<file path="src/rtl/pipeline_hazard_ctrl_pkg.sv">
// Shared definitions for the pipeline hazard controller: FSM encoding,
// the hard-wired zero register index and the source-operand match helper.
package pipe_pkg;

  typedef enum logic [1:0] {
    RUN      = 2'd0,
    WAIT_MEM = 2'd1,
    HALT     = 2'd2
  } state_e;

  localparam logic [4:0] REG_ZERO = 5'd0;

  function automatic logic src_match(input logic use_src, input logic [4:0] rs,
                                     input logic [4:0] rd);
    return use_src && (rs == rd);
  endfunction

endpackage

</file>
<file path="src/rtl/pipeline_hazard_ctrl_if.sv">
// Hazard-control bus between the pipeline datapath (master) and the
// stall/flush sequencer (slave).
interface pipeline_hazard_ctrl_if #(
  parameter int CNT_W = 32
);
  logic [4:0]       id_rs1;
  logic [4:0]       id_rs2;
  logic             id_use_rs1;
  logic             id_use_rs2;
  logic [4:0]       ex_rd;
  logic             ex_MemRead;
  logic             mem_MemRead;
  logic             mem_MemWrite;
  logic             mem_Branch;
  logic             mem_taken;
  logic             dmem_ready;
  logic             dmem_req;
  logic             pc_write;
  logic             pc_src;
  logic             if_id_write;
  logic             if_id_flush;
  logic             id_ex_write;
  logic             id_ex_flush;
  logic             ex_mem_write;
  logic             ex_mem_flush;
  logic             mem_wb_write;
  logic             halted;
  logic [CNT_W-1:0] stall_cnt;
  logic [CNT_W-1:0] flush_cnt;

  modport master (
    output id_rs1, id_rs2, id_use_rs1, id_use_rs2, ex_rd, ex_MemRead,
           mem_MemRead, mem_MemWrite, mem_Branch, mem_taken, dmem_ready,
    input  dmem_req, pc_write, pc_src, if_id_write, if_id_flush, id_ex_write,
           id_ex_flush, ex_mem_write, ex_mem_flush, mem_wb_write, halted,
           stall_cnt, flush_cnt
  );

  modport slave (
    input  id_rs1, id_rs2, id_use_rs1, id_use_rs2, ex_rd, ex_MemRead,
           mem_MemRead, mem_MemWrite, mem_Branch, mem_taken, dmem_ready,
    output dmem_req, pc_write, pc_src, if_id_write, if_id_flush, id_ex_write,
           id_ex_flush, ex_mem_write, ex_mem_flush, mem_wb_write, halted,
           stall_cnt, flush_cnt
  );
endinterface

</file>
<file path="src/rtl/pipeline_hazard_ctrl_sat_counter.sv">
// Saturating up-counter with synchronous clear; holds at all-ones.
module sat_counter #(
  parameter int CNT_W = 32
) (
  input  logic             clk_i,
  input  logic             clr_i,
  input  logic             inc_i,
  output logic [CNT_W-1:0] cnt_o
);

  logic [CNT_W-1:0] cnt_q;
  logic [CNT_W-1:0] cnt_d;

  // Next count: clear wins, otherwise increment unless already saturated
  always_comb begin
    cnt_d = cnt_q;
    if (clr_i) begin
      cnt_d = '0;
    end else if (inc_i && !(&cnt_q)) begin
      cnt_d = cnt_q + {{(CNT_W-1){1'b0}}, 1'b1};
    end else begin
      cnt_d = cnt_q;
    end
  end

  // Count register
  always_ff @(posedge clk_i) begin
    cnt_q <= cnt_d;
  end

  assign cnt_o = cnt_q;

endmodule

</file>
<file path="src/rtl/pipeline_hazard_ctrl.sv">
// Stall/flush sequencer for the 5-stage pipeline: load-use bubbles, taken-branch
// flushes, dmem wait freezes with a timeout that halts the core, perf counters.
module pipeline_hazard_ctrl
  import pipe_pkg::*;
#(
  parameter int DMEM_TIMEOUT = 16,
  parameter int CNT_W        = 32
) (
  input logic                   clk,
  input logic                   reset,
  pipeline_hazard_ctrl_if.slave bus
);

  localparam int WCNT_W = $clog2(DMEM_TIMEOUT + 1);
  localparam logic [WCNT_W-1:0] WAIT_LIMIT = WCNT_W'(DMEM_TIMEOUT);

  state_e            state_q;
  state_e            state_d;
  logic [WCNT_W-1:0] wait_cnt_q;
  logic [WCNT_W-1:0] wait_cnt_d;
  logic [WCNT_W-1:0] wait_inc_s;

  logic memop_s;
  logic in_halt_s;
  logic freeze_s;
  logic branch_s;
  logic hazard_s;
  logic load_use_s;

  assign memop_s   = bus.mem_MemRead | bus.mem_MemWrite;
  assign in_halt_s = (state_q == HALT);
  assign freeze_s  = !in_halt_s && memop_s && !bus.dmem_ready;
  assign branch_s  = !in_halt_s && !freeze_s && bus.mem_Branch && bus.mem_taken;
  assign hazard_s  = bus.ex_MemRead && (bus.ex_rd != REG_ZERO) &&
                     (src_match(bus.id_use_rs1, bus.id_rs1, bus.ex_rd) ||
                      src_match(bus.id_use_rs2, bus.id_rs2, bus.ex_rd));
  // A hazard seen alongside a taken branch belongs to the squashed path
  assign load_use_s = !in_halt_s && !freeze_s && !branch_s && hazard_s;
  assign wait_inc_s = wait_cnt_q + {{(WCNT_W-1){1'b0}}, 1'b1};

  // Next state and wait counter
  always_comb begin
    state_d    = state_q;
    wait_cnt_d = wait_cnt_q;
    if (reset) begin
      state_d    = RUN;
      wait_cnt_d = '0;
    end else if (in_halt_s) begin
      state_d    = HALT;
      wait_cnt_d = wait_cnt_q;
    end else if (freeze_s) begin
      wait_cnt_d = wait_inc_s;
      state_d    = (wait_inc_s >= WAIT_LIMIT) ? HALT : WAIT_MEM;
    end else begin
      state_d    = RUN;
      wait_cnt_d = '0;
    end
  end

  // FSM state and wait counter registers
  always_ff @(posedge clk) begin
    state_q    <= state_d;
    wait_cnt_q <= wait_cnt_d;
  end

  // Pipe-register, PC and dmem controls; take effect in the same cycle
  always_comb begin
    bus.dmem_req     = 1'b0;
    bus.pc_write     = 1'b1;
    bus.pc_src       = 1'b0;
    bus.if_id_write  = 1'b1;
    bus.if_id_flush  = 1'b0;
    bus.id_ex_write  = 1'b1;
    bus.id_ex_flush  = 1'b0;
    bus.ex_mem_write = 1'b1;
    bus.ex_mem_flush = 1'b0;
    bus.mem_wb_write = 1'b1;
    if (reset) begin
      bus.pc_write     = 1'b0;
      bus.if_id_write  = 1'b0;
      bus.id_ex_write  = 1'b0;
      bus.ex_mem_write = 1'b0;
      bus.mem_wb_write = 1'b0;
      bus.if_id_flush  = 1'b1;
      bus.id_ex_flush  = 1'b1;
      bus.ex_mem_flush = 1'b1;
    end else if (in_halt_s || freeze_s) begin
      bus.dmem_req     = memop_s && !in_halt_s;
      bus.pc_write     = 1'b0;
      bus.if_id_write  = 1'b0;
      bus.id_ex_write  = 1'b0;
      bus.ex_mem_write = 1'b0;
      bus.mem_wb_write = 1'b0;
    end else if (branch_s) begin
      bus.dmem_req     = memop_s;
      bus.pc_src       = 1'b1;
      bus.if_id_flush  = 1'b1;
      bus.id_ex_flush  = 1'b1;
      bus.ex_mem_flush = 1'b1;
    end else if (load_use_s) begin
      bus.dmem_req     = memop_s;
      bus.pc_write     = 1'b0;
      bus.if_id_write  = 1'b0;
      bus.id_ex_flush  = 1'b1;
    end else begin
      bus.dmem_req     = memop_s;
    end
  end

  assign bus.halted = in_halt_s && !reset;

  sat_counter #(.CNT_W(CNT_W)) u_stall_cnt (
    .clk_i (clk),
    .clr_i (reset),
    .inc_i (freeze_s || load_use_s || in_halt_s),
    .cnt_o (bus.stall_cnt)
  );

  sat_counter #(.CNT_W(CNT_W)) u_flush_cnt (
    .clk_i (clk),
    .clr_i (reset),
    .inc_i (branch_s),
    .cnt_o (bus.flush_cnt)
  );

endmodule

</file>
<file path="src/flat_wrapper.sv">
// flat-port wrapper written by rule: the top's interface ports become plain ports
module pipeline_hazard_ctrl_flat import pipe_pkg::*;
#(
  parameter int DMEM_TIMEOUT = 16,
  parameter int CNT_W        = 32
)
  (clk, reset, bus_id_rs1, bus_id_rs2, bus_id_use_rs1, bus_id_use_rs2, bus_ex_rd, bus_ex_MemRead, bus_mem_MemRead, bus_mem_MemWrite, bus_mem_Branch, bus_mem_taken, bus_dmem_ready, bus_dmem_req, bus_pc_write, bus_pc_src, bus_if_id_write, bus_if_id_flush, bus_id_ex_write, bus_id_ex_flush, bus_ex_mem_write, bus_ex_mem_flush, bus_mem_wb_write, bus_halted, bus_stall_cnt, bus_flush_cnt);
  pipeline_hazard_ctrl_if #(.CNT_W(CNT_W)) bus_i ();
  input logic clk;
  input logic reset;
  input wire logic [$bits(bus_i.id_rs1)-1:0] bus_id_rs1;
  input wire logic [$bits(bus_i.id_rs2)-1:0] bus_id_rs2;
  input wire logic [$bits(bus_i.id_use_rs1)-1:0] bus_id_use_rs1;
  input wire logic [$bits(bus_i.id_use_rs2)-1:0] bus_id_use_rs2;
  input wire logic [$bits(bus_i.ex_rd)-1:0] bus_ex_rd;
  input wire logic [$bits(bus_i.ex_MemRead)-1:0] bus_ex_MemRead;
  input wire logic [$bits(bus_i.mem_MemRead)-1:0] bus_mem_MemRead;
  input wire logic [$bits(bus_i.mem_MemWrite)-1:0] bus_mem_MemWrite;
  input wire logic [$bits(bus_i.mem_Branch)-1:0] bus_mem_Branch;
  input wire logic [$bits(bus_i.mem_taken)-1:0] bus_mem_taken;
  input wire logic [$bits(bus_i.dmem_ready)-1:0] bus_dmem_ready;
  output wire logic [$bits(bus_i.dmem_req)-1:0] bus_dmem_req;
  output wire logic [$bits(bus_i.pc_write)-1:0] bus_pc_write;
  output wire logic [$bits(bus_i.pc_src)-1:0] bus_pc_src;
  output wire logic [$bits(bus_i.if_id_write)-1:0] bus_if_id_write;
  output wire logic [$bits(bus_i.if_id_flush)-1:0] bus_if_id_flush;
  output wire logic [$bits(bus_i.id_ex_write)-1:0] bus_id_ex_write;
  output wire logic [$bits(bus_i.id_ex_flush)-1:0] bus_id_ex_flush;
  output wire logic [$bits(bus_i.ex_mem_write)-1:0] bus_ex_mem_write;
  output wire logic [$bits(bus_i.ex_mem_flush)-1:0] bus_ex_mem_flush;
  output wire logic [$bits(bus_i.mem_wb_write)-1:0] bus_mem_wb_write;
  output wire logic [$bits(bus_i.halted)-1:0] bus_halted;
  output wire logic [$bits(bus_i.stall_cnt)-1:0] bus_stall_cnt;
  output wire logic [$bits(bus_i.flush_cnt)-1:0] bus_flush_cnt;
  assign bus_i.id_rs1 = bus_id_rs1;
  assign bus_i.id_rs2 = bus_id_rs2;
  assign bus_i.id_use_rs1 = bus_id_use_rs1;
  assign bus_i.id_use_rs2 = bus_id_use_rs2;
  assign bus_i.ex_rd = bus_ex_rd;
  assign bus_i.ex_MemRead = bus_ex_MemRead;
  assign bus_i.mem_MemRead = bus_mem_MemRead;
  assign bus_i.mem_MemWrite = bus_mem_MemWrite;
  assign bus_i.mem_Branch = bus_mem_Branch;
  assign bus_i.mem_taken = bus_mem_taken;
  assign bus_i.dmem_ready = bus_dmem_ready;
  assign bus_dmem_req = bus_i.dmem_req;
  assign bus_pc_write = bus_i.pc_write;
  assign bus_pc_src = bus_i.pc_src;
  assign bus_if_id_write = bus_i.if_id_write;
  assign bus_if_id_flush = bus_i.if_id_flush;
  assign bus_id_ex_write = bus_i.id_ex_write;
  assign bus_id_ex_flush = bus_i.id_ex_flush;
  assign bus_ex_mem_write = bus_i.ex_mem_write;
  assign bus_ex_mem_flush = bus_i.ex_mem_flush;
  assign bus_mem_wb_write = bus_i.mem_wb_write;
  assign bus_halted = bus_i.halted;
  assign bus_stall_cnt = bus_i.stall_cnt;
  assign bus_flush_cnt = bus_i.flush_cnt;
  pipeline_hazard_ctrl #(.DMEM_TIMEOUT(DMEM_TIMEOUT), .CNT_W(CNT_W)) u_core (.clk(clk), .reset(reset), .bus(bus_i));
endmodule
</file>
<file path="config.mk">
export PLATFORM = sky130hd
export DESIGN_NAME = pipeline_hazard_ctrl_flat
export DESIGN_NICKNAME = d
export VERILOG_FILES = /design/src/rtl/pipeline_hazard_ctrl_pkg.sv /design/src/rtl/pipeline_hazard_ctrl_if.sv /design/src/rtl/pipeline_hazard_ctrl_sat_counter.sv /design/src/rtl/pipeline_hazard_ctrl.sv /design/src/flat_wrapper.sv
export SDC_FILE = /design/constraint.sdc
export NUM_CORES = 1
export LEC_CHECK = 0
export BUFFER_PORTS_ARGS = -buffer_cell sky130_fd_sc_hd__buf_2
export CAP_MARGIN = 10
export CORE_MARGIN = 2
export CORE_UTILIZATION = 30
export DETAILED_ROUTE_END_ITERATION = 6
export PLACE_DENSITY = 0.54
export SYNTH_ARGS = -nofsm -noshare
export SYNTH_HDL_FRONTEND = slang
export SYNTH_SLANG_ARGS = --single-unit
</file>
<file path="constraint.sdc">
create_clock -name clk -period 4.5 [get_ports clk]
set_clock_uncertainty 0.1 [all_clocks]
set_input_delay 0 -clock clk [delete_from_list [all_inputs] [get_ports clk]]
set_output_delay 0 -clock clk [all_outputs]
set_load 0.05 [all_outputs]
</file>
# == Word level (Yosys, flattened, before mapping) ==
# Index checks and enable logic that the tools add are counted.
# word_totals
mem_count,0
reg_bits,71
romBits,0
input_bits,25
latch_bits,0
ram_bits,0
# classes
n_div,0
order_cmp,1
n_shift,0
bitwise,2
n_mux,20
multipliers,0
eq_ne,3
n_addsub,3
reduce_logical,29
# ops
operator,n
$add 32x1->32 const B,2
$reduce_and 32->1,2
$mux 1,16
$logic_and 1x1->1,14
$eq 5x5->1,2
$logic_not 1->1,7
$mux 2,3
$add 5x1->5 const B,1
$ge 5x5->1 const B,1
$mux 5,1
$reduce_bool 5->1,1
$logic_or 1x1->1,4
$reduce_or 3->1,1
$eq 2x2->1 const B,1
$not 1->1,1
$or 1x1->1,1

# == Longest topological paths before layout ==
# Gate-level depths: netlist (run 1).
# depth
word_depth,15
ltp_mapped,10
ltp_nobuf,7

# == Hierarchy ==
# A second synthesis (run 1) with hierarchy kept.
# hier_totals
hier_cells,445
area_unflattened_um2,3998.8
# by_module_without_submodules
module,area_each_um2,seq_area_each_um2,n_inst,cells_per_inst
sat_counter,1721.7,640.6,2,191
pipeline_hazard_ctrl,555.5,140.1,1,63

# == Least setup slack after synthesis (run 1) ==
# Ideal clock, no wire load.
# synth_path
path_kind,register -> register
start,"register u_core.u_stall_cnt.cnt_q[0], in the netlist u_core.u_stall_cnt.cnt_o[0]"
end,"register u_core.u_stall_cnt.cnt_q[29], in the netlist u_core.u_stall_cnt.cnt_o[29]"
path_stages_with_launch,10
n_path_buf,2
slack_ns,1.910
period_less_slack_ns,2.590
setup_ns,0.123
arrival_time_ns,2.367
path_cell_list,dfxtp_1 ha_1 and4_2 nand3_4 nor4_2 and2_1 buf_6 buf_8 nor3_1 mux2_1
# synth_between
elab_chain_len,3
elab_cells_between_ends,4
classes_between,add/sub (1); reduce/logical (3)
# synth_rtl
element,line_no,source
"start, declared",pipeline_hazard_ctrl_sat_counter.sv:11,logic [CNT_W-1:0] cnt_q;
"start signal, assigned",pipeline_hazard_ctrl_sat_counter.sv:28,cnt_q <= cnt_d;
"parallel branches: the longest is 3 deep, another holds $add 32x1->32",--,
# Parallel ways; which one is timed is not known.
# A chain may end at the register's enable or synchronous reset.

# == Final worst setup path (run 1) ==
# layout_path
start,"register u_core.u_stall_cnt.cnt_q[0], in the netlist u_core.u_stall_cnt.cnt_o[0]"
end,"register u_core.u_stall_cnt.cnt_q[3], in the netlist u_core.u_stall_cnt.cnt_o[3]"
# Same word-level chain as after synthesis.

==> summary.txt, run 1 <==
Finish
  – NumNets Final: a little under 600
  – Fillers: ~1400
  – Layout cells sized above 1: roughly a quarter
  – Area delta synth->final: 21.8%
  – Finished Core Util: about 38%
  – Inserted Diodes: 0

Power and ir drop
  – Pwr per Cell Area: approximately 300 nW/um2
  – Total power: 0.00144 W
  – Maximum VDD drop: roughly 0.00013 V
  – Leak pwr: between 1.5 and 2 nW

Detailed routing
  – Via density: a little over 5
  – Vias: between 3000 and 4000
  – Post-route ant nets: 0
  – DRT Pass-1 Iters: 4
  – DR DRC count: 0
  – DRT iter0 DRCs: roughly 120
  – Routed wire length: roughly 10000 um
  – Wire per inst: between 10 and 15 um

Outcome
  – Status: complete, no violations

Floorplanning
  – Initial Utilization: 30.9%
  – Core area: around 13000 um2
  – IO Count: 100
  – Die X-Extent: 119 um
  – Die height: about 120 um
  – FP Rows: just over 40
  – Die area: around 14000 um2

Synth
  – Seq/Total Area, Yosys: 36.1%
  – Top cells by area in the synthesized netlist: dfxtp_1 (36%), xnor2_1 (4.9%), nor2_1 (4.7%)
  – Post-synthesis register bit count: between 70 and 80
  – Avg Cell Area, Syn: between 8 and 9 um2
  – Post-synthesis cell area: roughly 3900 um2
  – Most frequent cells after synthesis: dfxtp_1 (71), nor2_1 (49), nand2_1 (32)
  – Synth Instances: roughly 470
  – Area share of the largest cell type after synthesis: between 30% and 40%
  – Top-count cell post-synth: dfxtp_1
  – Ys async rst share: 0%
  – Cell taking the most area after synthesis: dfxtp_1
  – Post-synth EDFFs: 0
  – Number of synthesis warnings: 0
  – Unique masters post-synth: 55
  – Top_reg_cell synth: dfxtp_1
  – Mapped Nets: approximately 490

CTS
  – Worst-Skew Late Latency: approximately 0.33 ns
  – Root Driver: clkbuf_16
  – H-tree Lvls: 3
  – Num CTS Buffers: 9
  – Clk slew on worst S/H paths: ~0.060 ns
  – CTS tree: yes
  – Num Clock Sinks: 71
  – Clock Tree Buf Depth: 2

GRT
  – Total gr overflow: 0
  – Initial antenna violation count: 0
  – Largest net degree at the start of global routing: 46
  – Total global routing track utilization: between 10% and 20%
  – Vias in the first global route: around 3500
  – First-pass GRT wire length: approximately 17000 um

Place
  – DP HPWL: 7200 um
  – GP Congestion: between 0.8 and 0.9
  – I/O Buffers: between 90 and 100
  – Pre-CTS setup slack: about 1.5 ns

Timing
  – Worst hold margin: between 0.15 and 0.2 ns
  – RSZ-0062 raised after global routing: no
  – Setup TNS Final: 0 ns
  – Max Slew Vio Count: 0
  – Final Hold Viols: 0
  – Final worst-path cycle share: about two thirds
  – Actual slew at the worst max-slew pin: about 1.1 ns
  – Worst relative slew slack: about a quarter
  – Post-route setup slack: ~1.4 ns
  – Achievable Freq: between 0.3 and 0.4 GHz
  – Tmin final: approximately 3.1 ns
  – # setup viols final: 0

Setup path
  – CP Max Fanout: 34
  – Crit path cell chain: ha_1 > and4_2 > nand3_4 > nor4_2 > and2_1 > buf_4 > or4_1 > a21oi_1
  – Path depth of the worst reg2reg path: 8
  – Startpoint Class: register
  – Endpoint class of the critical path: register
  – Crit path DAT: between 3 and 4 ns
  – Critical path buffer and inverter count: 1
  – Critical Path RT: 4.60 ns
  – Worst path slowest cell: and2_1
  – Crit Path Class: reg2reg
  – CP delay by family, top: simple AND/OR/NAND/NOR gates
  – Crit path largest cell delay: between 0.9 and 1 ns
  – Cell depth of the worst setup path: 8

Hold path
  – Hold crit path type: in2reg
  – Hold path depth: 2

Run
  – Maxcap violations: 0
-- cell type report --
class                   instances  area (um2)  share of cell area (%)
repair buffers                104         536                    11.2
clock inverters                 2        12.5                   0.261
well taps                     172         215                    4.49
inverters                       8        30.0                   0.626
clock buffers                  14         284                    5.92
multi-input cells             356        2300                    47.9
flip-flops and latches         71        1420                    29.6
-- per-stage QoR --
stage | std cells | instance area [um2]
floorplan | 465 | 3940
global placement | 710 | 4490
detailed placement | 710 | 4490
CTS | 727 | 4790
global route | 727 | 4790
finish | 727 | 4790
-- what timing repair did --
item | 4_1_cts | 5_1_grt
hold buffers | 1 | 0
buffers inserted | 0 | 0
gates resized for setup | 0 | 0
endpoints found under the hold margin | 3 | 0
-- flip-flops by register name (all words and copies together), names as in the netlist --
register,flops
u_core.state_q,2
u_core.u_flush_cnt.cnt_o,32
u_core.u_stall_cnt.cnt_o,32
u_core.wait_cnt_q,5
-- cells by family (layout without fill, tap and decap cells) --
group / Yosys count / count (layout) / synth area share (%)
flip-flops: 71 / 71 / 36.1
XOR/XNOR: 36 / 36 / 8.01
buffers and inverters: 38 / 128 / 5.56
multiplexers: 12 / 12 / 3.40
AND/OR/NAND/NOR: 218 / 218 / 31.3
adder cells (fa/ha/maj): 3 / 3 / 0.954
AO/OA/AOI/OAI: 87 / 87 / 14.7
-- report_power, final --
group / switching (W) / internal [W] / leakage, nW
clock: 0.000263 / 0.000433 / 0.145
combinational: 0.0000758 / 0.0000315 / 1.14
sequential: 0.00000378 / 0.000632 / 0.572
-- placed cells by master, fill, tap and decap left out, types with 2 or more instances in the layout --
cell type and instances:
a211oi_1 4, a21o_1 3, a21oi_1 29, a31oi_1 2
and2_1 8, and3_1 12, and4_1 7, buf_2 99
buf_4 4, clkbuf_16 9, clkbuf_8 4, dfxtp_1 71
ha_1 3, inv_1 8, mux2_2 10, nand2_1 32
nand2b_1 3, nand3_1 25, nand4_1 13, nand4_2 2
nor2_1 49, nor2b_1 10, nor3_1 11, nor4_1 9
nor4_2 2, o2111a_1 2, o2111ai_1 6, o211ai_1 2
o21ai_0 9, o21ai_1 3, o22ai_1 2, o31ai_1 17
o41ai_1 3, or3_1 6, or4_1 18, or4b_1 4
xnor2_1 22, xor2_1 14
-- worst register-to-register path, cell delays in order (launching register included) --
cell and delay (ns):
dfxtp_1 0.40, ha_1 0.25, and4_2 0.30, nand3_4 0.11
nor4_2 0.35, and2_1 0.93, buf_4 0.31, or4_1 0.12
a21oi_1 0.06
-- worst paths after layout --
kind                            slack [ns]                     endpoint                   startpoint
worst min register to register        0.39         u_core.wait_cnt_q[4]         u_core.wait_cnt_q[4]
worst max-delay path                  1.42  u_core.u_stall_cnt.cnt_o[3]  u_core.u_stall_cnt.cnt_o[0]
worst min-delay path                  0.16  u_core.u_flush_cnt.cnt_o[0]                        reset
worst max register to register        1.42  u_core.u_stall_cnt.cnt_o[3]  u_core.u_stall_cnt.cnt_o[0]
-- routing by layer --
| layer | global-route usage, % | wire length [um] | up-vias |
|---|---|---|---|
| met5 | 0 | 0 | - |
| met4 | 5.36 | 119 | 0 |
| met3 | 3.14 | 564 | 6 |
| met2 | 22.6 | 4650 | 89 |
| met1 | 19.3 | 4950 | 1765 |
| li1 | - | - | 1892 |
Note: power is estimated with default switching activity, not from simulation.
==> run 2: changes to the inputs <==
PLACE_DENSITY = 0.56   (was 0.54)
clock period = 2.65 ns   (was 4.5 ns; I/O delays follow)
==> run 2 against run 1 <==
Compared with the run above:
- register-to-register slack got worse by 1.2 ns
- flip-flop and latch count stayed put
- power is 64% higher
- critical path depth did not move
- via count grew 2.2%
- worst setup slack got worse by 1.2 ns
- clock power increased by 57%
- die area did not move
- largest cell class unchanged
- highest routed layer unchanged
==> summary.txt, run 2 (synthesis gave the netlist of run 1 again) <==
Finish
  – Fillers: around 1300
  – Commonest cells after routing, fill and taps aside: buf_2 (99), dfxtp_1 (71), nor2_1 (49)
  – NumNets Final: a little under 600
  – Inserted Diodes: 0
  – Layout cells sized above 1: between 20% and 30%
  – Post-route cell area: 4880 um2
  – Multi-input gate area in the final layout: approximately 2300 um2
  – Register Area: 1420 um2
  – Most common cell after layout, fill and taps aside: buf_2
  – Area delta synth->final: 24.0%

Floorplanning
  – Initial Utilization: 30.9%
  – IO Count: 100
  – Core area: 12700 um2
  – Die height: between 100 and 150 um
  – Die area: 14100 um2
  – Die X-Extent: about 120 um
  – FP Rows: 41

Hold path
  – Hold path depth: 3
  – Hold path endpoint: u_core.state_q[0]
  – Hold_sp: reset
  – Hold crit path type: in2reg

Setup path
  – Crit Path Class: reg2reg
  – Endpoint class of the critical path: register
  – Critical Path RT: between 2 and 3 ns
  – R2R Setup Slk: ~0.2 ns
  – Path depth of the worst reg2reg path: 8
  – CP Max Fanout: 25
  – Startpoint Class: register
  – R2R Path Start: u_core.u_stall_cnt.cnt_o[0]
  – CP startpoint: u_core.u_stall_cnt.cnt_o[0]
  – Crit path DAT: between 2 and 3 ns
  – Reg-to-Reg End: u_core.u_stall_cnt.cnt_o[16]

Place
  – DP HPWL: roughly 7400 um
  – Pre-CTS setup slack: about 0.16 ns
  – GP Congestion: 0.795
  – Placed cell area: roughly 4600 um2
  – I/O Buffers: 99

Timing
  – Post-route setup slack: 0.203 ns
  – RSZ-0062 raised after global routing: no
  – Tmin final: about 2.4 ns
  – Final Hold Viols: 0
  – Worst relative slew slack: between 50% and 60%
  – Worst hold margin: between 0.05 and 0.06 ns
  – Actual slew at the worst max-slew pin: around 0.64 ns
  – # setup viols final: 0
  – Achievable Freq: roughly 0.41 GHz
  – Setup TNS Final: 0 ns
  – Final worst-path cycle share: between 90 and 100%
  – Max Slew Vio Count: 0

CTS
  – Clk slew on worst S/H paths: about 0.050 ns
  – Num CTS Buffers: 9
  – Setup Fix Bufs, Post-CTS: 0
  – Clock Tree Buf Depth: 2
  – Num Clock Sinks: 71
  – Worst-Skew Late Latency: about 0.33 ns
  – CTS tree: yes
  – H-tree Lvls: 3
  – Root Driver: clkbuf_16

GRT
  – Total gr overflow: 0
  – Initial antenna violation count: 0
  – First-pass GRT wire length: between 15000 and 20000 um
  – Vias in the first global route: 3607
  – Largest net degree at the start of global routing: 55
  – Total global routing track utilization: ~15%

Detailed routing
  – DRT Pass-1 Iters: 4
  – DR DRC count: 0
  – DRT iter0 DRCs: between 150 and 200
  – Post-route ant nets: 0
  – Vias: 3835
  – Via density: ~5.2
  – Routed wire length: approximately 10000 um
  – Wire per inst: about 14 um

Power and ir drop
  – Leak pwr: about 1.9 nW
  – Maximum VDD drop: just over 0.0002 V
  – Pwr per Cell Area: between 400 and 500 nW/um2
  – Total power: 0.00236 W

Run
  – Maxcap violations: 0

Outcome
  – Status: complete, no violations
==> run 2: critical path, stage by stage (launching register included) <==
cell     delay, ns
dfxtp_1       0.39
ha_1          0.28
and4_2        0.32
nand3_4       0.12
nor4_2        0.34
and2_2        0.27
buf_12        0.18
nor4_1        0.07
mux2_2        0.27
==> run 2: worst max path at each step <==
stage | endpoint | cells after the start
floorplan | u_core.u_stall_cnt.cnt_o[29] | 9
global placement | u_core.u_stall_cnt.cnt_o[16] | 8
detailed placement | u_core.u_stall_cnt.cnt_o[17] | 8
CTS | u_core.u_stall_cnt.cnt_o[17] | 8
global route | u_core.u_stall_cnt.cnt_o[9] | 9
finish | u_core.u_stall_cnt.cnt_o[16] | 8
==> run 2: metal layers <==
layer  part of all wire, %  vias up  GRT usage, %
li1                      -     1909             -
met1                    46     1823          18.1
met2                    48       95          24.7
met3                   5.0        8          3.28
met4                   1.1        0          5.28
met5                     0        -             0
==> run 2: what timing repair did <==
| action | in CTS | in global routing |
|---|---|---|
| setup endpoints to repair | 0 | 11 |
| endpoints found under the hold margin | 3 | 0 |
| gates resized for setup | 0 | 1 |
| hold buffers | 1 | 0 |
==> run 2: metrics by stage <==
step,cells,utilization (%)
2_1_floorplan,465,-
3_3_place_gp,722,36.2
3_5_place_dp,722,36.2
4_1_cts,738,38.3
5_1_grt,738,38.4
6_report,738,38.4
==> run 2: where the power goes <==
part	total, W	internal [W]	switching (W)
combinational	0.000189	0.0000593	0.000130
clock	0.00109	0.000648	0.000441
sequential	0.00108	0.00107	0.00000624
==> run 2: area by class of cell <==
type	instances	area share (%)
clock inverter	4	0.462
clock buffer	11	4.97
multi-input combinational	356	47.1
sequential	71	29.1
inverter	8	0.615
tap	172	4.41
timing repair buffer	116	13.3
